### src/rtl/tof_pkg.sv
// Shared definitions for the time-of-flight edge meter: FSM state encoding
// and default sizing of the separation counter.
package tof_pkg;

  typedef enum logic [1:0] {
    ST_HOLDOFF = 2'd0,
    ST_IDLE    = 2'd1,
    ST_COUNT   = 2'd2
  } tof_state_e;

  localparam int CNT_W_DEF    = 8;
  localparam int MAX_WAIT_DEF = 255;

endpackage

### src/rtl/tof_edge_meter_rise_detect.sv
// Rising-edge detector for one already-synchronized pulse train: keeps the
// previous sample and flags a 0->1 transition combinationally.
module rise_detect (
  input  logic clk,
  input  logic reset_L,
  input  logic y,
  output logic rise
);

  logic y_d_q;

  // Previous-sample register; cleared on reset so a high input at release
  // looks like a rise (the meter's HOLDOFF state masks it).
  always_ff @(posedge clk or negedge reset_L) begin
    if (!reset_L) begin
      y_d_q <= 1'b0;
    end else begin
      y_d_q <= y;
    end
  end

  assign rise = y & ~y_d_q;

endmodule

### src/rtl/tof_edge_meter.sv
// Time-of-flight front end: measures the cycle separation between rising
// edges of Y1 and Y2, reports which edge led, and strobes tof_ready per
// valid measurement or tof_timeout when the partner edge never arrives.
module tof_edge_meter
  import tof_pkg::*;
#(
  parameter int CNT_W    = CNT_W_DEF,
  parameter int MAX_WAIT = MAX_WAIT_DEF
) (
  input  logic             clk,
  input  logic             reset_L,
  input  logic             Y1,
  input  logic             Y2,
  output logic [CNT_W-1:0] tof_count,
  output logic             tof_sign,
  output logic             tof_ready,
  output logic             tof_timeout
);

  localparam logic [CNT_W-1:0] CNT_ONE = CNT_W'(1);
  localparam logic [CNT_W-1:0] CNT_MAX = CNT_W'(MAX_WAIT);

  logic rise1;
  logic rise2;

  tof_state_e       state_q,       state_d;
  logic [CNT_W-1:0] cnt_q,         cnt_d;
  logic             first_q,       first_d;
  logic [CNT_W-1:0] tof_count_q,   tof_count_d;
  logic             tof_sign_q,    tof_sign_d;
  logic             tof_ready_q,   tof_ready_d;
  logic             tof_timeout_q, tof_timeout_d;

  // Partner/leader rises as seen from the edge that started the count.
  logic other_rise;
  logic first_rise;

  rise_detect u_rise_y1 (
    .clk     (clk),
    .reset_L (reset_L),
    .y       (Y1),
    .rise    (rise1)
  );

  rise_detect u_rise_y2 (
    .clk     (clk),
    .reset_L (reset_L),
    .y       (Y2),
    .rise    (rise2)
  );

  assign other_rise = first_q ? rise1 : rise2;
  assign first_rise = first_q ? rise2 : rise1;

  // Next-state logic: HOLDOFF waits for both inputs low, IDLE arms on the
  // first rise, COUNT resolves partner edge > timeout > re-arm > increment.
  always_comb begin
    state_d       = state_q;
    cnt_d         = cnt_q;
    first_d       = first_q;
    tof_count_d   = tof_count_q;
    tof_sign_d    = tof_sign_q;
    tof_ready_d   = 1'b0;
    tof_timeout_d = 1'b0;

    case (state_q)
      ST_HOLDOFF: begin
        if (!Y1 && !Y2) begin
          state_d = ST_IDLE;
        end
      end

      ST_IDLE: begin
        if (rise1 && rise2) begin
          tof_count_d = '0;
          tof_sign_d  = 1'b0;
          tof_ready_d = 1'b1;
          state_d     = ST_HOLDOFF;
        end else if (rise1) begin
          first_d = 1'b0;
          cnt_d   = CNT_ONE;
          state_d = ST_COUNT;
        end else if (rise2) begin
          first_d = 1'b1;
          cnt_d   = CNT_ONE;
          state_d = ST_COUNT;
        end
      end

      ST_COUNT: begin
        if (other_rise) begin
          // Partner edge wins even if the leader re-rises in the same cycle.
          tof_count_d = cnt_q;
          tof_sign_d  = first_q;
          tof_ready_d = 1'b1;
          state_d     = ST_HOLDOFF;
        end else if (cnt_q == CNT_MAX) begin
          tof_timeout_d = 1'b1;
          state_d       = ST_IDLE;
        end else if (first_rise) begin
          cnt_d = CNT_ONE;
        end else begin
          // Cannot wrap: the MAX_WAIT check above fires first.
          cnt_d = cnt_q + CNT_ONE;
        end
      end

      default: begin
        state_d = ST_HOLDOFF;
      end
    endcase
  end

  // State, counter and registered outputs; reset aborts any measurement.
  always_ff @(posedge clk or negedge reset_L) begin
    if (!reset_L) begin
      state_q       <= ST_HOLDOFF;
      cnt_q         <= '0;
      first_q       <= 1'b0;
      tof_count_q   <= '0;
      tof_sign_q    <= 1'b0;
      tof_ready_q   <= 1'b0;
      tof_timeout_q <= 1'b0;
    end else begin
      state_q       <= state_d;
      cnt_q         <= cnt_d;
      first_q       <= first_d;
      tof_count_q   <= tof_count_d;
      tof_sign_q    <= tof_sign_d;
      tof_ready_q   <= tof_ready_d;
      tof_timeout_q <= tof_timeout_d;
    end
  end

  assign tof_count   = tof_count_q;
  assign tof_sign    = tof_sign_q;
  assign tof_ready   = tof_ready_q;
  assign tof_timeout = tof_timeout_q;

endmodule

### config.mk
export PLATFORM = sky130hd
export DESIGN_NAME = tof_edge_meter
export DESIGN_NICKNAME = d
export VERILOG_FILES = /design/src/rtl/tof_pkg.sv /design/src/rtl/tof_edge_meter_rise_detect.sv /design/src/rtl/tof_edge_meter.sv
export SDC_FILE = /design/constraint.sdc
export NUM_CORES = 1
export LEC_CHECK = 0
export CORE_MARGIN = 2
export CORE_UTILIZATION = 55
export DETAILED_ROUTE_END_ITERATION = 10
export PLACE_DENSITY = 0.8
export SETUP_SLACK_MARGIN = 0.02
export SYNTH_ARGS = -nofsm -noshare
export SYNTH_HDL_FRONTEND = slang
export SYNTH_SLANG_ARGS = --single-unit
### constraint.sdc
create_clock -name clk -period 5 [get_ports clk]
set_input_delay 0.5 -clock clk [delete_from_list [all_inputs] [get_ports clk]]
set_output_delay 0.5 -clock clk [all_outputs]
set_load 0.1 [all_outputs]
==> flow_summary.ini <==
[place]
post_dp_cell_area_mm2 = 0.001430
place.gp.congestion = 0.8665
hpwl_um = 1771
port_buffers = 14

[die]
io_pins = 15
die_h_um = 52.27
die_width_um = 52.27
coreArea_mm2 = 0.002212
placementRows = 17
dieArea_mm2 = 0.002732
initial_utilization = 0.5792

[routing]
ant_nets = 0
vias = 988
wl_per_cell_um = 14.02
drt_first_pass_iters = 4
vias_per_cell = 5.744
drcViolationCount = 0
wirelength_um = 2411
drt_iter0_drc = 23

[global_route]
antenna_found_initial = 0
grtUsageTotal = 0.2002
overflow = 0
grt_pass1_vias = 893
grt_pass1_wl_um = 3981
grt_max_degree = 25

[worst_setup_path]
crit_path_top_delay_cell = clkdlybuf4s50_1
worstSetupPathDepth = 1
path_buf_inv = 1
endpoint_kind = output port
critPathTopFamily = buffers and inverters
max_stage_delay_ps = 1130
reg2reg_setup_slack_ps = 2790
worstPathMaxFanout = 2
worstPathRequired_ps = 4500
crit_arrival_ps = 1830
setup.worst_path.class = reg -> out
r2r-start = state_q[0]
critical_path.cell_chain = clkdlybuf4s50_1
r2r_cells = 6
rr_endpoint = cnt_q[1]
cp-start-kind = flop

[layout]
drive_above_1_share = 0.09722
final_cell_area_mm2 = 0.001466
area_delta_synth_final_pct = 14.45
fin_nets = 156
fillerInstances = 195
diodes = 0
utilization = 0.6629

[timing]
finalSetupTns_ps = 0
min_period_ps = 2328
final-setup-viol-count = 0
slew_headroom = 0.3069
period_share = 0.4655
max_freq_mhz = 429.6
drv_slew = 0
hold_violations = 0
fin_skew_ps = 1.223
worst_pin_slew_ps = 1036
rsz0062_at_grt = false

[cts]
cts_root_buf = clkbuf_4
clk_path_buf_depth = 2
ctsResizeCount = 0
h-tree-depth = 1
cts_buffers = 3
clkSinkCount = 24
cts_tree = done
path_clk_slew_ps = 130
worstSkewPairLatency_ps = 320
hold_buffers = 0
cts_setup_buffers = 0

[power]
power_w = 0.0007298
leakage_nw = 0.6173
p_per_area_mw_per_mm2 = 497.7
ir_worst_vdd_mv = 0.2967

[logic_synthesis]
synth_top_area_cell = dfrtp_1
synth_area_leaders = dfrtp_1, nand2_1, ha_1, a31oi_1, o21ai_1
synth_cells = 129
synth_warnings = 0
synthFlopType = dfrtp_1
syn_avg_cell_area_um2 = 9.932
synth_edf_count = 0
synthDistinctLibCells = 33
synth_top_area_share = 0.4688
yosysSeqAreaShare = 0.4688
synth_nets = 140
synth_area_mm2 = 0.001281
synthArstFlopShare = 1.000
synthTopCellsByCount = dfrtp_1, nand2_1, a31oi_1, o21ai_1
ys_ff_latch = 24

[min_path]
min_delay_path_depth = 2
holdPathEnd = tof_count[0]
worstHoldStart = tof_count[0]
hold_class = reg -> reg

[run_status]
outcome = finished, final reports clean

[flow_run]
cap_viol_max_count = 0
==> flip-flops by register name (all words and copies together), names as in the netlist <==
name,flops
tof_count,8
first_q,1
u_rise_y2.y_d_q,1
cnt_q,8
u_rise_y1.y_d_q,1
tof_ready,1
tof_sign,1
state_q,2
tof_timeout,1
==> worst max path at each step <==
stage / end / slack (ps) / start
6_report: tof_count[2] / 2670 / tof_count[2]
5_1_grt: tof_count[2] / 2600 / tof_count[2]
4_1_cts: tof_count[7] / 2650 / tof_count[7]
3_5_place_dp: cnt_q[1] / 2390 / Y1
3_3_place_gp: cnt_q[1] / 2490 / Y1
2_1_floorplan: cnt_q[1] / 3110 / Y1
==> cell type report <==
type                       count  area (um^2)  area share
multi-input combinational     94        624.3      0.4258
tap                           28        35.03     0.02389
timing repair buffer          14        140.1     0.09556
sequential                    24        600.6      0.4096
clock buffer                   4        36.28     0.02474
inverter                       8        30.03     0.02048
==> placed cells by master, fill, tap and decap left out, types with 2 or more instances in the layout <==
cell type / n
and3_1: 2
clkbuf_4: 3
nand2b_1: 6
o21a_1: 2
o21ai_0: 3
nor2_1: 5
a21oi_1: 2
o21ai_1: 9
a31oi_1: 13
nor3_1: 2
ha_1: 7
clkdlybuf4s50_1: 14
dfrtp_1: 24
nand2_1: 24
inv_1: 7
nand3_1: 3
==> cell families after synthesis <==
logic type	synth area share
and+or+nand+nor	0.1963
AOI/OAI and AO/OA	0.1973
DFF	0.4688
buffers and inverters	0.04394
adders and majority gates	0.06836
muxes	0.02539
==> stage by stage <==
stage / setup slack [ps] / hold WS, ps / std cells
3_5_place_dp: 2388 / 475.8 / 168
5_1_grt: 2600 / 526.8 / 172
4_1_cts: 2648 / 505.6 / 172
2_1_floorplan: 3114 / 204.4 / 129
6_report: 2672 / 502.1 / 172
3_3_place_gp: 2486 / 466.8 / 168
==> report_power, final <==
part,leakage (nW),total [W],switching (W),internal (W)
Sequential,0.318,0.000271,0.0000406,0.000230
Clock,0.0210,0.000102,0.0000577,0.0000446
Combinational,0.278,0.000357,0.000243,0.000113
Total,0.617,0.000730,0.000342,0.000388
==> metal layers <==
layer  share of wire  vias up  global-route usage
met5               0        -                   0
met4           0.015        0             0.07692
met3           0.050        5             0.03429
met2            0.47       33              0.3228
met1            0.47      465              0.2689
li1                -      485                   -
Note: power is estimated with default switching activity, not from simulation.
